**src/rtl/demosaic_cfa_param.sv**
```systemverilog
// demosaic_cfa_param
//   Bilinear Bayer demosaic engine with a CFA pattern chosen at run time,
//   a parametrised pixel width and frame size, and mirrored borders.
//   It loads a raw frame from image memory and scatters each sample into
//   the R/G/B frame memory of its native channel. It then fills every
//   missing colour sample from four taps, each read from that colour's
//   frame memory.
//
//   state  | meaning
//   -------+-----------------------------------------------------------
//   IDLE   | waiting for start; bad dimensions pulse err
//   LOAD   | one raw sample per cycle copied to its native channel
//   INTERP | 4 tap cycles per pixel, every channel accumulates
//   SAVE   | missing channels written with acc>>2, accumulators cleared
//   DONE   | one-cycle done pulse
//
// Ports
//   clk, reset_n                  clock, async active-low reset
//   start, pattern, width, height start request and frame setup (latched)
//   busy, done, err               status: busy, completion pulse, reject pulse
//   img_addr / img_rdata          raw image memory (combinational read)
//   wr_*, addr_*, wdata_*, rdata_* per-channel frame memory (shared address)

module demosaic_cfa_param #(
    parameter int DATA_W = 8,
    parameter int MAX_W  = 512,
    parameter int MAX_H  = 256,
    parameter int W_BITS = 10,
    parameter int H_BITS = 9,
    parameter int ADDR_W = 17
) (
    input  logic              clk,
    input  logic              reset_n,
    input  logic              start,
    input  logic [1:0]        pattern,
    input  logic [W_BITS-1:0] width,
    input  logic [H_BITS-1:0] height,
    output logic              busy,
    output logic [ADDR_W-1:0] img_addr,
    input  logic [DATA_W-1:0] img_rdata,
    output logic              wr_r,
    output logic              wr_g,
    output logic              wr_b,
    output logic [ADDR_W-1:0] addr_r,
    output logic [ADDR_W-1:0] addr_g,
    output logic [ADDR_W-1:0] addr_b,
    output logic [DATA_W-1:0] wdata_r,
    output logic [DATA_W-1:0] wdata_g,
    output logic [DATA_W-1:0] wdata_b,
    input  logic [DATA_W-1:0] rdata_r,
    input  logic [DATA_W-1:0] rdata_g,
    input  logic [DATA_W-1:0] rdata_b,
    output logic              done,
    output logic              err
);

    if (DATA_W < 4 || DATA_W > 16 || MAX_W >= (1 << W_BITS) ||
        MAX_H >= (1 << H_BITS) || MAX_W * MAX_H > (1 << ADDR_W)) begin : g_bad_param
        $error("demosaic_cfa_param: inconsistent parameters");
    end

    typedef enum logic [2:0] {S_IDLE, S_LOAD, S_INTERP, S_SAVE, S_DONE} state_t;

    localparam logic [ADDR_W-1:0] ONE = ADDR_W'(1);

    state_t              state, state_nx;
    logic [W_BITS-1:0]   w_q, x;
    logic [H_BITS-1:0]   h_q, y;
    logic [1:0]          pat_q, k;
    logic [ADDR_W-1:0]   n;
    logic [DATA_W+1:0]   acc_r, acc_g, acc_b;
    logic                err_q;

    logic                dims_ok, x_first, x_last, y_first, y_last, pix_last;
    logic [1:0]          phase;
    logic                nat_r, nat_g, nat_b;
    logic [ADDR_W-1:0]   w_a, a_u, a_d, a_l, a_r, a_ul, a_ur, a_dl, a_dr;
    logic [ADDR_W-1:0]   t_orth, t_diag, t_lr, t_ud, tap_r, tap_g, tap_b;

    assign dims_ok  = (width >= W_BITS'(2)) && (height >= H_BITS'(2));
    assign x_first  = (x == '0);
    assign y_first  = (y == '0);
    assign x_last   = (x == w_q - W_BITS'(1));
    assign y_last   = (y == h_q - H_BITS'(1));
    assign pix_last = x_last && y_last;

    assign phase = {y[0] ^ pat_q[1], x[0] ^ pat_q[0]};
    assign nat_r = (phase == 2'b00);
    assign nat_b = (phase == 2'b11);
    assign nat_g = phase[1] ^ phase[0];

    // Mirror reflection expressed as address offsets: a missing row/column
    // neighbour on the border is replaced by the one on the opposite side,
    // so the sum never leaves the frame and never wraps.
    always_comb begin
        w_a  = ADDR_W'(w_q);
        a_u  = y_first ? n + w_a : n - w_a;
        a_d  = y_last  ? n - w_a : n + w_a;
        a_l  = x_first ? n + ONE : n - ONE;
        a_r  = x_last  ? n - ONE : n + ONE;
        a_ul = x_first ? a_u + ONE : a_u - ONE;
        a_ur = x_last  ? a_u - ONE : a_u + ONE;
        a_dl = x_first ? a_d + ONE : a_d - ONE;
        a_dr = x_last  ? a_d - ONE : a_d + ONE;
        case (k)
            2'd0:    begin t_orth = a_u; t_diag = a_ul; end
            2'd1:    begin t_orth = a_l; t_diag = a_ur; end
            2'd2:    begin t_orth = a_r; t_diag = a_dl; end
            default: begin t_orth = a_d; t_diag = a_dr; end
        endcase
        t_lr = k[0] ? a_r : a_l;
        t_ud = k[0] ? a_d : a_u;
        case (phase)
            2'b00:   begin tap_r = n;      tap_g = t_orth; tap_b = t_diag; end
            2'b11:   begin tap_r = t_diag; tap_g = t_orth; tap_b = n;      end
            2'b01:   begin tap_r = t_lr;   tap_g = n;      tap_b = t_ud;   end
            default: begin tap_r = t_ud;   tap_g = n;      tap_b = t_lr;   end
        endcase
    end

    always_ff @(posedge clk or negedge reset_n) begin
        if (!reset_n) state <= S_IDLE;
        else          state <= state_nx;
    end

    always_comb begin
        state_nx = state;
        case (state)
            S_IDLE:   if (start && dims_ok) state_nx = S_LOAD;
            S_LOAD:   if (pix_last) state_nx = S_INTERP;
            S_INTERP: if (k == 2'd3) state_nx = S_SAVE;
            S_SAVE:   state_nx = pix_last ? S_DONE : S_INTERP;
            S_DONE:   state_nx = S_IDLE;
            default:  state_nx = S_IDLE;
        endcase
    end

    always_comb begin
        busy     = (state != S_IDLE);
        done     = (state == S_DONE);
        err      = err_q;
        img_addr = '0;
        addr_r   = '0;
        addr_g   = '0;
        addr_b   = '0;
        wr_r     = 1'b0;
        wr_g     = 1'b0;
        wr_b     = 1'b0;
        wdata_r  = '0;
        wdata_g  = '0;
        wdata_b  = '0;
        case (state)
            S_LOAD: begin
                img_addr = n;
                addr_r   = n;
                addr_g   = n;
                addr_b   = n;
                wr_r     = nat_r;
                wr_g     = nat_g;
                wr_b     = nat_b;
                if (nat_r) wdata_r = img_rdata;
                if (nat_g) wdata_g = img_rdata;
                if (nat_b) wdata_b = img_rdata;
            end
            S_INTERP: begin
                addr_r = tap_r;
                addr_g = tap_g;
                addr_b = tap_b;
            end
            S_SAVE: begin
                addr_r = n;
                addr_g = n;
                addr_b = n;
                wr_r   = !nat_r;
                wr_g   = !nat_g;
                wr_b   = !nat_b;
                if (!nat_r) wdata_r = acc_r[DATA_W+1:2];
                if (!nat_g) wdata_g = acc_g[DATA_W+1:2];
                if (!nat_b) wdata_b = acc_b[DATA_W+1:2];
            end
            default: ;
        endcase
    end

    always_ff @(posedge clk or negedge reset_n) begin
        if (!reset_n) begin
            w_q   <= '0;
            h_q   <= '0;
            pat_q <= '0;
            x     <= '0;
            y     <= '0;
            n     <= '0;
            k     <= '0;
            acc_r <= '0;
            acc_g <= '0;
            acc_b <= '0;
            err_q <= 1'b0;
        end else begin
            err_q <= 1'b0;
            case (state)
                S_IDLE: if (start) begin
                    if (dims_ok) begin
                        w_q   <= width;
                        h_q   <= height;
                        pat_q <= pattern;
                        x     <= '0;
                        y     <= '0;
                        n     <= '0;
                        k     <= '0;
                    end else begin
                        err_q <= 1'b1;
                    end
                end
                S_INTERP: begin
                    // Native channel accumulates too; its sum is simply never written.
                    acc_r <= acc_r + {2'b00, rdata_r};
                    acc_g <= acc_g + {2'b00, rdata_g};
                    acc_b <= acc_b + {2'b00, rdata_b};
                    k     <= k + 2'd1;
                end
                S_LOAD, S_SAVE: begin
                    if (state == S_SAVE) begin
                        acc_r <= '0;
                        acc_g <= '0;
                        acc_b <= '0;
                    end
                    if (pix_last) begin
                        x <= '0;
                        y <= '0;
                        n <= '0;
                    end else begin
                        n <= n + ONE;
                        if (x_last) begin
                            x <= '0;
                            y <= y + H_BITS'(1);
                        end else begin
                            x <= x + W_BITS'(1);
                        end
                    end
                end
                default: ;
            endcase
        end
    end

endmodule
```
**config.mk**
```make
export PLATFORM = sky130hd
export DESIGN_NAME = demosaic_cfa_param
export DESIGN_NICKNAME = d
export VERILOG_FILES = /design/src/rtl/demosaic_cfa_param.sv
export SDC_FILE = /design/constraint.sdc
export NUM_CORES = 1
export LEC_CHECK = 0
export BUFFER_PORTS_ARGS = -buffer_cell sky130_fd_sc_hd__buf_2
export CAP_MARGIN = 25
export CORE_AREA = 2 2 179 181
export CTS_BUF_LIST = sky130_fd_sc_hd__clkbuf_4 sky130_fd_sc_hd__clkbuf_8
export CTS_CLUSTER_DIAMETER = 30
export CTS_CLUSTER_SIZE = 16
export DETAILED_ROUTE_END_ITERATION = 8
export DIE_AREA = 0 0 181 183
export SETUP_SLACK_MARGIN = 0.15
export SLEW_MARGIN = 20
export SYNTH_ARGS = -nofsm -noshare
export SYNTH_HDL_FRONTEND = slang
export SYNTH_SLANG_ARGS = --single-unit
```
**constraint.sdc**
```tcl
create_clock -name clk -period 11 [get_ports clk]
set_input_delay 2.2 -clock clk [delete_from_list [all_inputs] [get_ports clk]]
set_output_delay 2.2 -clock clk [all_outputs]
set_load 0.01 [all_outputs]
```
==> metrics.txt, run 1 <==
number of fill cells 3212; Worst-path clk slew about 0.11 ns; area of the mapped netlist 13800 um^2; commonest cells in the netlist nand2_1, nor2_1, o21ai_0; initial antenna violation count 0; Antenna Cells 0; Die Area 33100 um^2; Slew @ Worst Pin roughly 1.2 ns; Root Buffer clkbuf_8; warnings from Yosys 0; setup bufs post-CTS 0; worst hold start acc_b[0]; initial core utilization 0.443; cell count after synthesis 1908; end of the worst hold path acc_b[0]; Peak VDD IR 165 uV; post-synth top area cell dfrtp_1; register bit total from synthesis a little over 90; Clock Path Buffers 2; Max-Cap Viols 0; CTS Buf Count 9; final non-filler cell total 2351; switching pwr about 3500 uW; Final min period ~8.4 ns; Reg2Reg Depth 12; CP required 8.80 ns; CTS tree built; fin crit share 0.764; status complete, no violations; Setup violations, final 0; multi-input combinational cell area around 11000 um^2; worst reg2reg setup slack ~6.7 ns; CTS Hold Bufs 0; Critical R2R Launch w_q[0]; post-synth net total between 2000 and 2500; Final Net Count between 2000 and 2500; Leakage Power between 0.006 and 0.007 uW; antenna viol nets, final 0; Fin. Hold Viols 0; first drt pass iteration count 7; area share of the largest cell type after synthesis 0.168; Mean Syn Cell Area a little over 7 um^2; FF/Latch Area 2330 um^2; die height about 180 um; total internal power about 2300 uW; largest net degree at the start of global routing 65; vias in the first global route approximately 15000; total number of vias roughly 15000; dpl hpwl between 30000 and 40000 um; IO Pins roughly 150; number of synthesized flops with an enable pin 0; Cells after DPL 2336; Clock Skew 0.0184 ns; # DRC 0; RSZ-0062 raised after global routing no; P&R area growth vs syn 7.90%; Main synth FF type dfrtp_1; RePlAce Congestion 1.01; Gate power share 0.831; H-tree Lvls 3; WS Path Type reg2out; switch share 0.604; sequential share of power 0.121; crit path max fanout 13; clock latency at the later pin of the worst-skew pair 0.42 ns; power per cell area ~390 nW/um^2; fmax 119 MHz; Via density ~6.5; Sinks on Clock Net 93; Worst Setup End Kind output port; post-route setup TNS 0 ns; Global Route Usage Sum 0.321; Avg WL per Cell between 20 and 25 um; startpoint types flop; total grt overflow 0; Slew headroom 0.224; most common cell in the synthesized netlist nand2_1; Hold Path Class reg2reg; CP arrival roughly 6.2 ns; CTS resizes 0; first-pass GRT wire length about 84000 um; Core ar. around 31000 um^2; Total Wirelength roughly 54000 um; Distinct cells, synth 97; Async SR Flop Fraction 1.00; Worst Hold Depth 2; share of cells above drive strength 1 0.138; starting DRC count in detailed routing around 1600; synth top area cells dfrtp_1, xnor2_1, ha_1; PortBufs roughly 150; sequential share of the synthesized area 0.168; Die X 181 um; Reg2Reg Capture Point y[7]; Site Rows 65; Max Transition Viols Final 0; Clock power frac 0.048
-- state kept, by name, summed over array words and instances (netlist names) --
register / flops
state: 3
h_q: 9
acc_r: 10
n: 17
y: 9
pat_q: 2
acc_b: 10
k: 2
err: 1
w_q: 10
acc_g: 10
x: 10
-- kinds of logic after synthesis --
group | count (synthesis) | share of synthesized area
multiplexers | 87 | 0.0684
AO/OA/AOI/OAI | 588 | 0.284
buffers and inverters | 217 | 0.0628
AND/OR/NAND/NOR | 697 | 0.252
flip-flops | 93 | 0.168
XOR/XNOR | 157 | 0.0993
adder cells (fa/ha/maj) | 69 | 0.0651
-- through the flow --
stage | area (um^2) | hold slack, ns | util | setup slack (ns) | total power [uW]
2_1_floorplan | 13800 | 0.454 | - | 3.99 | 4020
3_3_place_gp | 14700 | 0.467 | 0.471 | 3.20 | 5320
3_5_place_dp | 14700 | 0.479 | 0.471 | 3.14 | 5360
4_1_cts | 14900 | 0.505 | 0.478 | 2.66 | 5650
5_1_grt | 14900 | 0.534 | 0.478 | 2.14 | 6190
6_report | 14900 | 0.501 | 0.478 | 2.60 | 5750
-- power groups by stage --
stage | logic [uW] | clock network (uW) | registers [uW]
2_1_floorplan | 3480 | 0 | 544
3_3_place_gp | 4620 | 0 | 697
3_5_place_dp | 4660 | 0 | 702
4_1_cts | 4670 | 284 | 695
5_1_grt | 5180 | 296 | 720
6_report | 4780 | 275 | 699
-- worst max path at each step --
stage | start | slack (ns) | cells after the start | to
floorplan | h_q[0] | 3.99 | 22 | addr_r[12]
global placement | h_q[0] | 3.20 | 18 | addr_b[10]
detailed placement | y[0] | 3.14 | 20 | addr_r[12]
CTS | h_q[0] | 2.66 | 18 | addr_r[12]
global route | h_q[0] | 2.14 | 18 | addr_r[12]
finish | y[0] | 2.60 | 20 | addr_r[12]
-- cell usage in the layout (no fill, tap or decap), types with 11 or more instances in the layout --
| cell | instances |
|---|---|
| a31oi_1 | 20 |
| nor4_1 | 22 |
| a22o_1 | 13 |
| xor2_1 | 55 |
| o211ai_1 | 14 |
| buf_2 | 152 |
| nor3_1 | 53 |
| o31ai_1 | 14 |
| a221oi_1 | 34 |
| a221o_1 | 19 |
| inv_1 | 60 |
| o22ai_1 | 15 |
| a21o_1 | 36 |
| nor2b_1 | 20 |
| mux2_2 | 31 |
| nand2b_1 | 25 |
| nand3_1 | 48 |
| or4_1 | 11 |
| o21ai_0 | 149 |
| nand4_1 | 27 |
| or3_1 | 19 |
| mux2i_1 | 53 |
| a21oi_1 | 117 |
| nand2_1 | 194 |
| ha_1 | 63 |
| and2_1 | 27 |
| o21ai_1 | 14 |
| a22oi_1 | 37 |
| o21a_1 | 17 |
| nor2_1 | 167 |
| dfrtp_1 | 93 |
| buf_4 | 29 |
| and3_1 | 28 |
| xnor2_1 | 102 |
-- layer usage --
layer,track usage,vias to the layer above,part of all wire
li1,-,7051,-
met1,0.408,7262,0.41
met2,0.528,757,0.46
met3,0.0367,171,0.073
met4,0.193,0,0.058
met5,0,-,0
-- cell type report --
| type | instances | share of cell area |
|---|---|---|
| clock inverter | 5 | 0.00570 |
| sequential | 93 | 0.156 |
| tap | 402 | 0.0337 |
| multi-input combinational | 1598 | 0.715 |
| inverter | 62 | 0.0156 |
| clock buffer | 10 | 0.00879 |
| timing repair buffer | 181 | 0.0655 |
-- critical path, cell delays in order (launching register included) --
cell and delay, ns:
dfrtp_1 0.50, inv_1 0.10, ha_1 0.14, nor4b_2 0.47, nand2_1 0.52, nand2_1 0.20, nand2_1 0.14, inv_1 0.09
ha_1 0.20, inv_1 0.05, or2_2 0.28, o32ai_1 0.47, o211ai_1 0.35, or4_1 0.63, or3_1 0.38, xnor2_1 0.13
a221oi_1 0.48, a22oi_1 0.16, o22ai_1 0.21, a221oi_1 0.11, buf_2 0.16
No activity file was read; power rests on OpenSTA's default activity.
==> inputs of run 2 (changes only) <==
Settings changed: PLACE_DENSITY from default to 0.66.
Clock period 11 ns to 7 ns, I/O delays scaled along.
==> run 2 against run 1 <==
Clock-buffer cell count up 1. Highest routed layer is now met5. Routed wire length rose by 0.92%. Register-to-register slack worse by 3.9 ns. Critical path depth shrank 3. Die area stayed put. Utilization is 1.3 points higher.
==> metrics.txt, run 2 (same netlist as run 1, synthesis figures left out) <==
status complete, no violations; power per cell area 613 nW/um^2 (+59%); commonest non-fill, non-tap cells in the layout nand2_1, nor2_1, buf_2; Top reg by flops n; max FFs per register 17 (unchanged); clock latency at the later pin of the worst-skew pair 0.42 ns (about the same); vias in the first global route 15000 (+3.2%); P&R area growth vs syn 10.9%; WS Path Type reg2out; starting DRC count in detailed routing 1522 (-2.5%); Final Net Count 2111 (+2.0%); RSZ-0062 raised after global routing yes; Avg WL per Cell 22.8 um (-0.81%); Root Buffer clkbuf_8; Clock power frac 0.040 (-0.008); Leakage Power 0.00666 uW (+3.3%); first drt pass iteration count 6 (-1); CP arrival 5.23 ns (-0.97 ns); Antenna Cells 0 (unchanged); Site Rows 65 (unchanged); post-route setup TNS 0 ns (unchanged); Hold WS 0.498 ns (-0.00239 ns); fin crit share 0.948; switch share 0.597 (-0.00636); CP required 5.60 ns (-3.20 ns); switching pwr 5620 uW (+62%); Die Area 33100 um^2 (unchanged); Gate power share 0.854 (+0.023); CTS Buf Count 9 (unchanged); FF/Latch Area 2330 um^2 (+0.11%); total internal power 3790 uW (+66%); Worst Setup End Kind output port; crit path max fanout 11 (-2); Final min period approximately 6.6 ns; Die X 181 um (unchanged); Peak VDD IR 324 uV (+97%); startpoint types flop; total number of vias 15500 (+2.0%); Max-Cap Viols 0 (unchanged); die height 183 um (unchanged); dpl hpwl 41400 um (+3.6%); Max Transition Viols Final 0 (unchanged); IO Pins 154 (unchanged); number of fill cells 3180 (-1.0%); slowest stage delay, CP 0.53 ns (-0.10 ns); H-tree Lvls 3 (unchanged); share of cells above drive strength 1 0.164 (+0.0268); CP Buf/Inv Count 3 (-1); critical path's top delay family simple AND/OR/NAND/NOR gates; sequential share of power 0.107 (-0.014); Setup violations, final 0 (unchanged); Slew headroom 0.380 (+0.156); Sinks on Clock Net 93 (unchanged); initial core utilization 0.443 (unchanged); Worst-path clk slew 0.09 ns (-0.02 ns); Hold Path Class reg2reg; Slew @ Worst Pin 0.928 ns (-0.236 ns); largest net degree at the start of global routing 67 (+3.1%); Total Wirelength 54400 um (+0.92%); Via density 6.50 (+0.25%); antenna viol nets, final 0 (unchanged); Fin. Hold Viols 0 (unchanged); first-pass GRT wire length 84800 um (+1.5%); multi-input combinational cell area 10800 um^2 (+1.3%); # DRC 0 (unchanged); Clock Skew 0.0221 ns (+0.00369 ns); Crit-path slowest cell and3_1; Global Route Usage Sum 0.325 (+0.00410); initial antenna violation count 2 (+2); Clock Path Buffers 2 (unchanged); total grt overflow 0 (unchanged); commonest non-fill, non-tap cell in the layout nand2_1; PortBufs 153 (unchanged); RePlAce Congestion 1.01 (-0.56%); CP cell instances buf_4 > ha_1 > fa_1 > nor2b_1 > o211ai_1 > a31oi_1 > and2_1 > o21ai_0 > and3_1 > and4_1 > nand4_1 > o21a_1 > a2111oi_1 > buf_4 > and4_1 > a21o_1 > buf_2; Core ar. 31200 um^2 (unchanged); CTS tree built; fmax roughly 150 MHz
run 2: cell type report:
class / instances / share of cell area
sequential: 93 / 0.152
clock inverter: 4 / 0.00204
inverter: 62 / 0.0152
multi-input combinational: 1598 / 0.705
clock buffer: 11 / 0.00986
tap: 402 / 0.0327
timing repair buffer: 222 / 0.0837
run 2: final timing paths:
check | from | to | slack (ns) | cells after the start
min in group asynchronous | reset_n | n[13] | 0.92 | 1
max in group asynchronous | reset_n | h_q[0] | 4.86 | 2
setup reg to reg | w_q[6] | y[8] | 2.83 | 11
hold / removal | acc_b[0] | acc_b[0] | 0.50 | 2
hold reg to reg | acc_b[0] | acc_b[0] | 0.50 | 2
setup / recovery | n[0] | addr_r[16] | 0.37 | 17
run 2: timing repair:
item | CTS | global route
hold buffers | 0 | 0
pin swaps | 0 | 2
endpoints found under the setup margin | 3 | 22
buffers inserted | 0 | 3
gates resized for setup | 2 | 26
run 2: per-layer routing:
metal / GRT usage / vias up / part of all wire
li1: - / 7148 / -
met1: 0.410 / 7388 / 0.41
met2: 0.536 / 811 / 0.46
met3: 0.0375 / 197 / 0.069
met4: 0.201 / 2 / 0.065
met5: 0 / - / 0.00024
run 2: metrics by stage:
step                      power [uW]  utilization  instances  cell area [um^2]  worst slack [ns]
after floorplan                 6320            -       1908             13800             0.794
after global placement          8600        0.481       2374             15000             0.682
after detailed placement        8680        0.481       2374             15000             0.599
after CTS                       9100        0.487       2389             15200             0.256
after global routing           10100        0.492       2392             15400             0.149
final                           9410        0.492       2392             15400             0.367
run 2: power groups by stage:
| stage | registers, uW | logic (uW) | clock network [uW] |
|---|---|---|---|
| 6_report | 1000 | 8030 | 374 |
| 5_1_grt | 1040 | 8680 | 402 |
| 4_1_cts | 997 | 7720 | 382 |
| 3_5_place_dp | 1010 | 7670 | 0 |
| 3_3_place_gp | 1000 | 7600 | 0 |
| 2_1_floorplan | 855 | 5460 | 0 |
run 2: worst min-delay path, cell delays in order (launching register included):
cell and delay, ns:
dfrtp_1 0.35, nand2_1 0.05, o21ai_0 0.06
